File: src/rtl/mul_arbiter.sv
// Round-robin arbiter sharing one in-order signed multiplier among NumReq requesters.
// Define MUL_ARB_FIXED_PRIO_EN for fixed lowest-index-wins priority instead of round-robin.
module mul_arbiter #(
  parameter int unsigned DataWidth = 16,
  parameter int unsigned NumReq    = 3,
  parameter int unsigned TagDepth  = 4
) (
  input  logic                        clk_i,
  input  logic                        reset_i,
  input  logic [NumReq-1:0]           req_valid_i,
  input  logic [NumReq*DataWidth-1:0] req_a_i,
  input  logic [NumReq*DataWidth-1:0] req_b_i,
  output logic [NumReq-1:0]           req_ready_o,
  output logic                        mul_valid_o,
  output logic [DataWidth-1:0]        mul_a_o,
  output logic [DataWidth-1:0]        mul_b_o,
  input  logic                        mul_ready_i,
  input  logic                        mul_valid_i,
  input  logic [2*DataWidth-1:0]      mul_c_i,
  output logic                        mul_ready_o,
  output logic [NumReq-1:0]           rsp_valid_o,
  output logic [2*DataWidth-1:0]      rsp_c_o,
  input  logic [NumReq-1:0]           rsp_ready_i
);

  localparam int unsigned IdxW  = $clog2(NumReq);
  localparam int unsigned AddrW = $clog2(TagDepth);
  localparam int unsigned PtrW  = AddrW + 1;

  logic [IdxW-1:0] tag_q [TagDepth];
  logic [PtrW-1:0] wr_ptr_q, rd_ptr_q;
  logic            full, empty;
  logic [IdxW-1:0] head;

  logic            lock_q;
  logic [IdxW-1:0] lock_idx_q;

  logic            cand_vld;
  logic [IdxW-1:0] cand_idx;
  logic            grant_vld;
  logic [IdxW-1:0] grant_idx;
  logic            issue;
  logic            pop;

  assign empty = (wr_ptr_q == rd_ptr_q);
  assign full  = (wr_ptr_q[PtrW-1] != rd_ptr_q[PtrW-1]) &&
                 (wr_ptr_q[AddrW-1:0] == rd_ptr_q[AddrW-1:0]);
  assign head  = tag_q[rd_ptr_q[AddrW-1:0]];

`ifdef MUL_ARB_FIXED_PRIO_EN
  always_comb begin
    cand_vld = 1'b0;
    cand_idx = '0;
    for (int i = 0; i < NumReq; i++) begin
      if (!cand_vld && req_valid_i[i]) begin
        cand_vld = 1'b1;
        cand_idx = IdxW'(i);
      end
    end
  end
`else
  localparam logic [IdxW:0] NumReqW = (IdxW+1)'(NumReq);

  logic [IdxW-1:0] rr_ptr_q;
  logic [IdxW:0]   scan;

  // Scan upward from rr_ptr_q with wrap; first valid requester wins.
  always_comb begin
    cand_vld = 1'b0;
    cand_idx = '0;
    scan     = '0;
    for (int i = 0; i < NumReq; i++) begin
      scan = {1'b0, rr_ptr_q} + (IdxW+1)'(i);
      if (scan >= NumReqW) scan = scan - NumReqW;
      if (!cand_vld && req_valid_i[scan[IdxW-1:0]]) begin
        cand_vld = 1'b1;
        cand_idx = scan[IdxW-1:0];
      end
    end
  end

  always_ff @(posedge clk_i) begin
    if (reset_i) begin
      rr_ptr_q <= '0;
    end else if (issue) begin
      rr_ptr_q <= (grant_idx == IdxW'(NumReq - 1)) ? '0 : grant_idx + 1'b1;
    end
  end
`endif

  // A stalled offer keeps its requester until the multiplier takes it.
  assign grant_idx = lock_q ? lock_idx_q : cand_idx;
  assign grant_vld = lock_q ? req_valid_i[lock_idx_q] : cand_vld;

  always_comb begin
    mul_valid_o = !reset_i && grant_vld && !full;
    issue       = mul_valid_o && mul_ready_i;
    req_ready_o = '0;
    if (issue) req_ready_o[grant_idx] = 1'b1;
    mul_a_o = '0;
    mul_b_o = '0;
    if (mul_valid_o) begin
      mul_a_o = req_a_i[grant_idx*DataWidth +: DataWidth];
      mul_b_o = req_b_i[grant_idx*DataWidth +: DataWidth];
    end
  end

  always_comb begin
    rsp_valid_o = '0;
    if (!reset_i && mul_valid_i && !empty) rsp_valid_o[head] = 1'b1;
    mul_ready_o = !reset_i && !empty && rsp_ready_i[head];
    pop         = mul_valid_i && mul_ready_o;
    rsp_c_o     = reset_i ? '0 : mul_c_i;
  end

  always_ff @(posedge clk_i) begin
    if (reset_i) begin
      wr_ptr_q   <= '0;
      rd_ptr_q   <= '0;
      lock_q     <= 1'b0;
      lock_idx_q <= '0;
    end else begin
      if (issue) wr_ptr_q <= wr_ptr_q + 1'b1;
      if (pop)   rd_ptr_q <= rd_ptr_q + 1'b1;
      if (issue) begin
        lock_q <= 1'b0;
      end else if (mul_valid_o) begin
        lock_q     <= 1'b1;
        lock_idx_q <= grant_idx;
      end
    end
  end

  always_ff @(posedge clk_i) begin
    if (issue) tag_q[wr_ptr_q[AddrW-1:0]] <= grant_idx;
  end

`ifndef SYNTHESIS
  // A product with no outstanding tag means the multiplier was not flushed with us.
  a_no_orphan_product: assert property (@(posedge clk_i) disable iff (reset_i)
    !(mul_valid_i && empty))
    else $error("mul_arbiter: product returned with empty tag FIFO");
`endif

endmodule

File: config.mk
export PLATFORM = sky130hd
export DESIGN_NAME = mul_arbiter
export DESIGN_NICKNAME = d
export VERILOG_FILES = /design/src/rtl/mul_arbiter.sv
export SDC_FILE = /design/constraint.sdc
export NUM_CORES = 1
export LEC_CHECK = 0
export BUFFER_PORTS_ARGS = -buffer_cell sky130_fd_sc_hd__buf_2
export CORE_MARGIN = 4
export CORE_UTILIZATION = 43
export CTS_CLUSTER_DIAMETER = 150
export DETAILED_ROUTE_END_ITERATION = 8
export GPL_ROUTABILITY_DRIVEN = 0
export PLACE_DENSITY = 0.88
export SLEW_MARGIN = 10
export SYNTH_ARGS = -nofsm -noshare
export SYNTH_HDL_FRONTEND = slang
export SYNTH_SLANG_ARGS = --single-unit
File: constraint.sdc
create_clock -name clk_i -period 5.2 [get_ports clk_i]
set_input_delay 0.52 -clock clk_i [delete_from_list [all_inputs] [get_ports clk_i]]
set_output_delay 0.52 -clock clk_i [all_outputs]
set_load 0.01 [all_outputs]
== Word level (Yosys, flattened, before mapping) ==
Memory sizes are Yosys's and may differ from the RTL's. A register that Yosys moved wholly into a read port is not among the register bits.
Cells that the tools add are included.

* Register bits after elaboration: 11
* Logic and storage cells: 87
* Output and inout port bits: 72
* Memories: 1
* Input bits: 138
* Bits in writable memories: 8

{| class="wikitable"
|+ Memories
! name !! words !! width !! rd ports !! clocked after memory_dff !! write ports !! line !! source
|-
| tag_q || 4 || 2 || 1 || 1 || 1 || 30 || <nowiki>logic [IdxW-1:0] tag_q [TagDepth];</nowiki>
|}

* Reduce and logical (&&, ||, !) cells: 20
* Multiplexer cells: 35
* Equality and inequality tests: 4
* Add/subtract/negate cells: 8
* Magnitude comparators: 11
* Bitwise operators: 1
* Shifts and indexed selects: 2

{| class="wikitable"
|+ Operators with widths
! cell !! count
|-
| $shiftx A48 B7 Y16 || 2
|-
| $mux W16 || 2
|-
| $mux W32 || 1
|-
| $mux W2 || 10
|-
| $lt A2 B3 Y1 const B || 6
|-
| $logic_and A1 B1 Y1 || 13
|-
| $mux W1 || 13
|-
| $bmux W1 S2 || 5
|-
| $add A3 B1 Y3 const B || 2
|-
| $ge A3 B2 Y1 const B || 2
|-
| $mux W3 || 2
|-
| $sub A2 B2 Y2 const B || 3
|-
| $logic_not A1 Y1 || 5
|-
| $demux W1 S2 || 2
|-
| $ge A2 B1 Y1 const B || 2
|-
| $add A2 B1 Y3 const B || 1
|-
| $add A2 B2 Y3 const B || 1
|-
| $eq A3 B3 Y1 || 1
|-
| $add A2 B1 Y2 const B || 1
|-
| $eq A2 B2 Y1 || 1
|-
| $eq A2 B2 Y1 const B || 1
|-
| $ge A2 B2 Y1 const B || 1
|-
| $reduce_and A2 Y1 || 1
|-
| $reduce_or A2 Y1 || 1
|-
| 2 further kinds || 2
|}

== Longest topological paths before layout ==
Gate-level depths: netlist of run 1.

* Depth after elaboration: 17
* Depth in mapped cells: 10
* Gate-level depth less buffers: 8

== Least setup slack after synthesis of run 1 ==
OpenSTA, ideal clock, no wires.

* Path kind: register to output
* From: reg rr_ptr_q[0]
* To: out req_ready_o[0]
* Slack: 2521 ps
* Path buffers: 1
* Cell stages (with the launch flop): 10
* Data arrival time: 2159 ps
* Data required time: 4680 ps
* Cells stage by stage: dfxtp_1 inv_1 ha_1 nand2_1 o221ai_2 o311ai_4 inv_2 buf_4 nand2_1 nor4_1

* Elaborated cells between the ends (all ways): 38
* Classes of those cells: add/sub (5); order compare (5); mux (20); reduce/logical (8)

{| class="wikitable"
|+ RTL lines
! element !! line !! source
|-
| start: declaration || 64 || <nowiki>logic [IdxW-1:0] rr_ptr_q;</nowiki>
|-
| start signal: assignment || 86 || <nowiki>rr_ptr_q <= (grant_idx == IdxW'(NumReq - 1)) ? '0 : grant_idx + 1'b1;</nowiki>
|-
| branches (longest 10 deep; another with $add A2 B1 Y3) || -- ||
|-
| $mux W1 (*) || 75 || <nowiki>if (!cand_vld && req_valid_i[scan[IdxW-1:0]]) begin</nowiki>
|-
| $mux W1 (*) || 93 || <nowiki>assign grant_vld = lock_q ? req_valid_i[lock_idx_q] : cand_vld;</nowiki>
|-
| $logic_and A1 B1 Y1 (*) (2 in a row) || 96 || <nowiki>mul_valid_o = !reset_i && grant_vld && !full;</nowiki>
|-
| named net mul_valid_o || 14 || <nowiki>output logic mul_valid_o,</nowiki>
|-
| $logic_and A1 B1 Y1 (*) || 97 || <nowiki>issue = mul_valid_o && mul_ready_i;</nowiki>
|-
| $mux W3 (*) || 99 || <nowiki>if (issue) req_ready_o[grant_idx] = 1'b1;</nowiki>
|-
| end: declaration || 13 || <nowiki>output logic [NumReq-1:0] req_ready_o,</nowiki>
|}

Mark *: on every way through the listed nets, which the timed path passes. The select of a mux whose other input is x is not followed.

== Worst setup path in the final report of run 1 ==
* From: reg rr_ptr_q[1]
* To: out mul_a_o[11]

* Cells in the longest elaborated chain, start to end: 15
* Elaborated cells between the ends (all ways): 33
* Classes of those cells: add/sub (5); order compare (3); shift (1); mux (18); reduce/logical (6)

{| class="wikitable"
|+ Ends and longest elaborated chain
! element !! line !! source
|-
| branches (longest 14 deep; another with $add A2 B1 Y3) || -- ||
|-
| $mux W16 (*) || 102 || <nowiki>if (mul_valid_o) begin</nowiki>
|-
| end: declaration || 15 || <nowiki>output logic [DataWidth-1:0] mul_a_o,</nowiki>
|}

Every way passes the cells marked *. The select of a mux whose other input is x is not followed.

==> summary.md, run 1 <==
| Metric | Value |
|---|---|
| Status | complete, no violations |
| Area contributors post-synth | o221ai_2, dfxtp_1, edfxtp_1 |
| Vias in the first global route | 3082 |
| Peak supply drop | 0.0003680 V |
| #FFs+latches synth | 21 |
| Root Driver | clkbuf_8 |
| Mean number of vias per cell | 5.357 |
| P&R area growth vs syn | 40.69% |
| Mapped Nets | 462 |
| Part of the power in registers | 19.2% |
| Critical path data arrival time | 3630 ps |
| Average size of a mapped cell | 8.171 µm² |
| Slew @ Worst Pin | 917.1 ps |
| Global-route wire length before repair | 14570 µm |
| Via count | 3080 |
| Clock sink count | 21 |
| Gate power share | 71.6% |
| CP bufs+invs | 2 |
| GR met1 Demand/Resource | 30.60% |
| Cell count after synthesis | 315 |
| Cell at the slowest stage of the critical path | nand4_2 |
| HPWL reported at the end of detailed placement | 7243 µm |
| PostCTS Resize Cnt | 0 |
| WS Path Type | reg2out |
| Met3 Use GR | 4.563% |
| I/O pin cnt | 210 |
| Hold Crit Class | reg2reg |
| Share of layout cells above drive strength 1 | 49.70% |
| DR iter-0 viols | 176 |
| Crit-path max FO | 23 |
| CTS Hold Buffers Added | 0 |
| Antenna violations before repair | 0 |
| Largest net degree at the start of global routing | 46 |
| Pint | 0.5772 mW |
| Htree depth | 1 |
| Grt met2 use | 40.75% |
| Clock skew | 1.404 ps |
| Max_slew headroom | 38.72% |
| # DRC | 0 |
| Count of input and output buffers | 209 |
| Area of the die | 7287 µm² |
| Leakage | 1.877 nW |
| Crit path capture type | output pin |
| WL/cell | 15.78 µm |
| Die Ht | 85.37 µm |
| Core ar. | 5642 µm² |
| Initial Util | 45.62% |
| Pwr/cell area | 313.7 nW/µm² |
| Tot GR Track Use | 23.59% |
| Final worst path period need | 4147 ps |
| Die Wd | 85.37 µm |
| GR Overflow Total | 0 |
| Drt first pass iters | 4 |
| Gr busiest metal | met2 |
| Startpoint types | flip-flop |
| FILL cells | 489 |
| Main synth FF type | dfxtp_1 |
| Yosys cell types | 54 |
| CTS Buf Count | 3 |
| CTS tree | done |
| Standard-cell rows | 27 |
| Placed Cells | 571 |
| Sequential area share after synthesis | 19.45% |
| Number of hold violations in the final report | 0 |
| Mapped cell area | 2574 µm² |
| Antenna diode count | 0 |
| Final Cycle Share | 79.75% |
| Max Buffers Root-to-Sink | 2 |
| Unrepaired setup endpoints after global routing | no |
| Switch Pwr | 0.5586 mW |
| Top cells by instance count after synthesis | inv_1, nor2b_1, nand3_1 |
| Clk slew on worst S/H paths | 70 ps |
| Dominant cell type by area after synthesis | o221ai_2 |
| Power share of the clock group | 9.2% |
| Setup TNS | 0 ps |
| Layout Nets | 651 |
| Synth async-reset ratio | 0% |
| Critical path's top delay family | compound AO/OA/AOI/OAI gates |
| Most numerous cell in the Yosys netlist | inv_1 |
| WL final | 9072 µm |
| Max cap viols | 0 |
| Fmax | 241.1 MHz |
| Final Max Slew Viols | 0 |
| Placed cell area | 3575 µm² |
| Post-route cell area | 3621 µm² |
| Non-filler instance count after layout | 575 |
| Synth warn | 0 |
| Critical path, cell by cell | inv_1 > ha_1 > mux2i_1 > o221ai_1 > a21o_1 > nand4_2 > o221ai_2 > buf_2 |
| Switching fraction of total power | 49.18% |
| Required @ worst endpoint | 4680 ps |
| # Post-CTS Setup Buffers | 0 |
| Antenna viol nets, final | 0 |
| Max incr delay on CP | 860 ps |
| Post-layout util | 64.18% |
| Setup violations, final | 0 |
| Post-synth EDFFs | 8 |
| Clock latency at the later pin of the worst-skew pair | 260 ps |
| Post-synth top area share | 12.25% |
cell usage in the layout, fill, tap and decap left out, types with 5 or more instances in the layout:
cell type and n:
nand3_1 25, o221ai_2 21, o211ai_1 11, nor2b_1 34
a21oi_1 5, inv_1 53, dfxtp_1 13, a31oi_1 11
mux2i_1 6, nand4_1 18, nor2_1 6, edfxtp_1 8
ha_1 9, nand2_1 5, buf_2 209
cells by family after synthesis:
logic type	Yosys count	synth area share, %
AO/OA/AOI/OAI	76	29.90
adder cells (fa/ha/maj)	9	4.375
flip-flops	21	19.45
buffers and inverters	82	13.86
multiplexers	9	4.521
XOR/XNOR	5	1.702
AND/OR/NAND/NOR	113	26.20
final cells by class:
class	instances	area [µm²]	share of cell area, %
sequential	21	500.5	13.82
inverter	55	206.4	5.701
multi-input combinational	212	1717	47.41
clock inverter	1	5.005	0.1382
timing repair buffer	211	1061	29.30
clock buffer	3	41.29	1.140
tap	72	90.09	2.488
path summary, 6_finish.rpt:
| path | start | cells past startpoint | endpoint | slack (ps) |
|---|---|---|---|---|
| min reg2reg | wr_ptr_q[2]$_SDFFE_PP0P_ | 1 | wr_ptr_q[2]$_SDFFE_PP0P_ | 540 |
| max reg2reg | rr_ptr_q[1]$_SDFFE_PP0P_ | 8 | lock_idx_q[1]$_SDFFE_PP0P_ | 2460 |
| min | wr_ptr_q[2]$_SDFFE_PP0P_ | 1 | wr_ptr_q[2]$_SDFFE_PP0P_ | 540 |
| max | rr_ptr_q[1]$_SDFFE_PP0P_ | 8 | mul_a_o[11] | 1050 |
power groups by stage:
stage	registers (mW)	clock network [mW]	logic [mW]
after floorplan	0.216	0	0.586
after global placement	0.219	0	0.781
after detailed placement	0.221	0	0.807
after CTS	0.217	0.109	0.811
after global routing	0.221	0.117	0.893
final	0.218	0.105	0.813
layer usage:
layer | wire [µm] | share of wire [%]
met3 | 669 | 7.4
met5 | 0 | 0
met1 | 3703 | 41
met4 | 118 | 1.3
met2 | 4580 | 50
metrics by stage:
step           total power [mW]  setup slack, ps  hold slack, ps
6_report                  1.136             1053           536.1
5_1_grt                   1.232            657.4           562.5
4_1_cts                   1.138             1076           543.7
3_5_place_dp              1.028             1375           526.1
3_3_place_gp              1.001             1518           493.5
2_1_floorplan            0.8018             2521           477.7
sequential cells by signal, indices dropped and copies added (netlist names), named ones only:
signal / count
lock_idx_q: 2
lock_q: 1
rd_ptr_q: 3
rr_ptr_q: 2
tag_q: 8
wr_ptr_q: 3
Power figures use the tool's default switching activity.
==> run 2: changes to the inputs <==
Settings changed: ABC_AREA set to 1, CORE_UTILIZATION 43 to 40, PLACE_DENSITY 0.88 to 0.81.
Clock period 5.2 ns to 4.1 ns, I/O delays scaled along.
==> run 2 against run 1 <==
Critical path depth rose by 8. Via count rose by 17%. Sequential share of layout area fell by 0.23 points. Critical endpoint is now mul_b_o[8]. Worst hold slack got worse by 64 ps. Highest routed layer unchanged. Core utilization fell by 6.5 points. Sequential power rose by 38%. Clock skew barely moved. Final cell count rose by 27%.
==> summary.md, run 2 <==
| Metric | Value |
|---|---|
| FF/Latch Area | 500.5 µm² |
| Critical path, cell by cell | inv_1 > ha_1 > inv_2 > nand2_1 > nand3_1 > nand2_1 > nand2_1 > nand2_1 > nand2_1 > nand3_4 > nand2_4 > nand2_1 > nand2_1 > nand2_1 > a21oi_1 > buf_2 |
| Post-layout util | 57.64% |
| Max cap viols | 0 |
| DR iter-0 viols | 193 |
| Crit-path max FO | 34 |
| Largest net degree at the start of global routing | 39 |
| Clock skew | 1.486 ps |
| Drt first pass iters | 5 |
| Most used cell along the critical path | nand2_1 |
| Htree depth | 1 |
| # Post-CTS Setup Buffers | 0 |
| Post-route cell area | 3681 µm² |
| Reg2reg start | rr_ptr_q[0]$_SDFFE_PP0P_ |
| Root Driver | clkbuf_8 |
| Min Hold Slack | 472.0 ps |
| Initial Util | 41.44% |
| Die Ht | 89.34 µm |
| Post-synth top area share | 19.57% |
| Yosys cell types | 34 |
| Post-synth EDFFs | 8 |
| Antenna violations before repair | 0 |
| Cell at the slowest stage of the critical path | nand2_4 |
| Mean number of vias per cell | 4.927 |
| Synth async-reset ratio | 0% |
| Switching fraction of total power | 59.63% |
| Clock sink count | 21 |
| Critical path's top delay family | simple AND/OR/NAND/NOR gates |
| Most common cell after layout, fill and taps aside | buf_2 |
| Antenna viol nets, final | 0 |
| Count of input and output buffers | 209 |
| Clk slew on worst S/H paths | 70 ps |
| Cell count after synthesis | 463 |
| Worst Setup SP | rr_ptr_q[0]$_SDFFE_PP0P_ |
| CP bufs+invs | 3 |
| Max Buffers Root-to-Sink | 2 |
| Hold_sp | mul_valid_i |
| Layout Nets | 801 |
| Final Cycle Share | 84.32% |
| Switch Pwr | 1.483 mW |
| Required @ worst endpoint | 3690 ps |
| # DRC | 0 |
| I/O pin cnt | 210 |
| Multi-input combinational cell area | 1753 µm² |
| Mapped Nets | 610 |
| Fmax | 289.3 MHz |
| Final Max Slew Viols | 0 |
| Area of the die | 7981 µm² |
| Clock latency at the later pin of the worst-skew pair | 260 ps |
| HPWL reported at the end of detailed placement | 7506 µm |
| FILL cells | 604 |
| Gate power share | 82.6% |
| Pint | 1.004 mW |
| Global-route wire length before repair | 13880 µm |
| Peak supply drop | 0.0007087 V |
| Power share of the clock group | 5.3% |
| Sequential area share after synthesis | 18.91% |
| Setup violations, final | 0 |
| WL final | 9226 µm |
| Area contributors post-synth | nand2_1, nand3_1, dfxtp_1 |
| Dominant cell type by area after synthesis | nand2_1 |
| Antenna diode count | 0 |
| Standard-cell rows | 29 |
| Vias in the first global route | 3184 |
| CTS Buf Count | 3 |
| Core ar. | 6386 µm² |
| GR Overflow Total | 0 |
| Unrepaired setup endpoints after global routing | no |
| Tot GR Track Use | 21.10% |
| Placed Cells | 726 |
| Slew @ Worst Pin | 947.3 ps |
| Pwr/cell area | 675.5 nW/µm² |
| WS Path Type | reg2out |
| PostCTS Resize Cnt | 0 |
| Most frequent cells in the layout | buf_2, nand2_1, nand3_1 |
| Setup TNS | 0 ps |
| Critical path data arrival time | 3050 ps |
| Non-filler instance count after layout | 730 |
| Placed cell area | 3636 µm² |
| Hold Crit Class | in2reg |
| Synth warn | 0 |
| Most numerous cell in the Yosys netlist | nand2_1 |
| #FFs+latches synth | 21 |
| Max_slew headroom | 36.84% |
| Part of the power in registers | 12.1% |
| Die Wd | 89.34 µm |
| Top cells by instance count after synthesis | nand2_1, nand3_1, inv_1 |
| Final worst path period need | 3457 ps |
| Number of hold violations in the final report | 0 |
| Max incr delay on CP | 410 ps |
| Share of layout cells above drive strength 1 | 36.91% |
| Crit path capture type | output pin |
| Max reg flops | 8 |
| CTS Hold Buffers Added | 0 |
| WL/cell | 12.64 µm |
| Leakage | 2.222 nW |
| P&R area growth vs syn | 39.10% |
| Main synth FF type | dfxtp_1 |
| CTS tree | done |
| Mapped cell area | 2646 µm² |
| Via count | 3597 |
| Average size of a mapped cell | 5.716 µm² |
| Startpoint types | flip-flop |
| Status | complete, no violations |
[run 2: cell types whose count changed after synthesis, moves of 5 or more]
| cell | before | now |
|---|---|---|
| o221ai_2 | 21 | 0 |
| nand4_1 | 18 | 4 |
| clkbuf_1 | 13 | 7 |
| a31oi_1 | 11 | 1 |
| nand3_1 | 25 | 81 |
| nor2_1 | 6 | 45 |
| nand2_1 | 5 | 138 |
| nor2b_1 | 34 | 0 |
| a21oi_1 | 5 | 37 |
| nand2_2 | 0 | 6 |
| o211ai_1 | 11 | 0 |
| mux2i_1 | 6 | 1 |
[run 2: per-layer routing]
layer,wire (µm),vias up,GRT usage (%)
met5,0,-,0
met4,198,0,6.360
met3,748,19,3.410
met2,4762,155,37.84
met1,3516,1569,25.69
li1,-,1854,-
[run 2: final timing paths]
| path | slack (ps) | endpoint | cells after the start |
|---|---|---|---|
| worst max register to register | 1510 | tag_q[3][0]$_DFFE_PP_ | 12 |
| worst min register to register | 500 | wr_ptr_q[2]$_SDFFE_PP0P_ | 2 |
| worst max-delay path | 640 | mul_b_o[8] | 16 |
| worst min-delay path | 470 | rd_ptr_q[2]$_SDFFE_PP0P_ | 3 |
[run 2: per-stage QoR]
| step | power, mW | worst slack, ps |
|---|---|---|
| finish | 2.487 | 643.0 |
| global route | 2.756 | 348.5 |
| CTS | 2.489 | 692.1 |
| detailed placement | 2.353 | 979.4 |
| global placement | 2.309 | 1144 |
| floorplan | 1.961 | 1737 |
[run 2: layout make-up]
type	instances	share of cell area (%)
Sequential cell	21	13.60
Tap cell	77	2.617
Multi-Input combinational cell	357	47.62
Inverter	60	6.118
Clock buffer	4	1.224
Timing Repair Buffer	211	28.82
[run 2: kinds of logic (layout without fill, tap and decap cells)]
| family | count (synthesis) | in the layout | share of synthesized area, % |
|---|---|---|---|
| AO/OA/AOI/OAI | 53 | 53 | 11.21 |
| XOR/XNOR | 3 | 3 | 0.9931 |
| AND/OR/NAND/NOR | 291 | 291 | 49.41 |
| flip-flops | 21 | 21 | 18.91 |
| adder cells (fa/ha/maj) | 9 | 9 | 4.255 |
| buffers and inverters | 85 | 275 | 14.85 |
| multiplexers | 1 | 1 | 0.3783 |
[run 2: power groups by stage]
stage | clock network [mW] | logic, mW | registers, mW
after CTS | 0.133 | 2.06 | 0.302
after global placement | 0 | 2.00 | 0.304
after detailed placement | 0 | 2.05 | 0.306
final | 0.132 | 2.05 | 0.301
after floorplan | 0 | 1.66 | 0.300
after global routing | 0.140 | 2.31 | 0.307
[run 2: worst min-delay path, cell delays in order]
cell     delay, ps
buf_2          130
nand3_1         80
a21oi_1         60
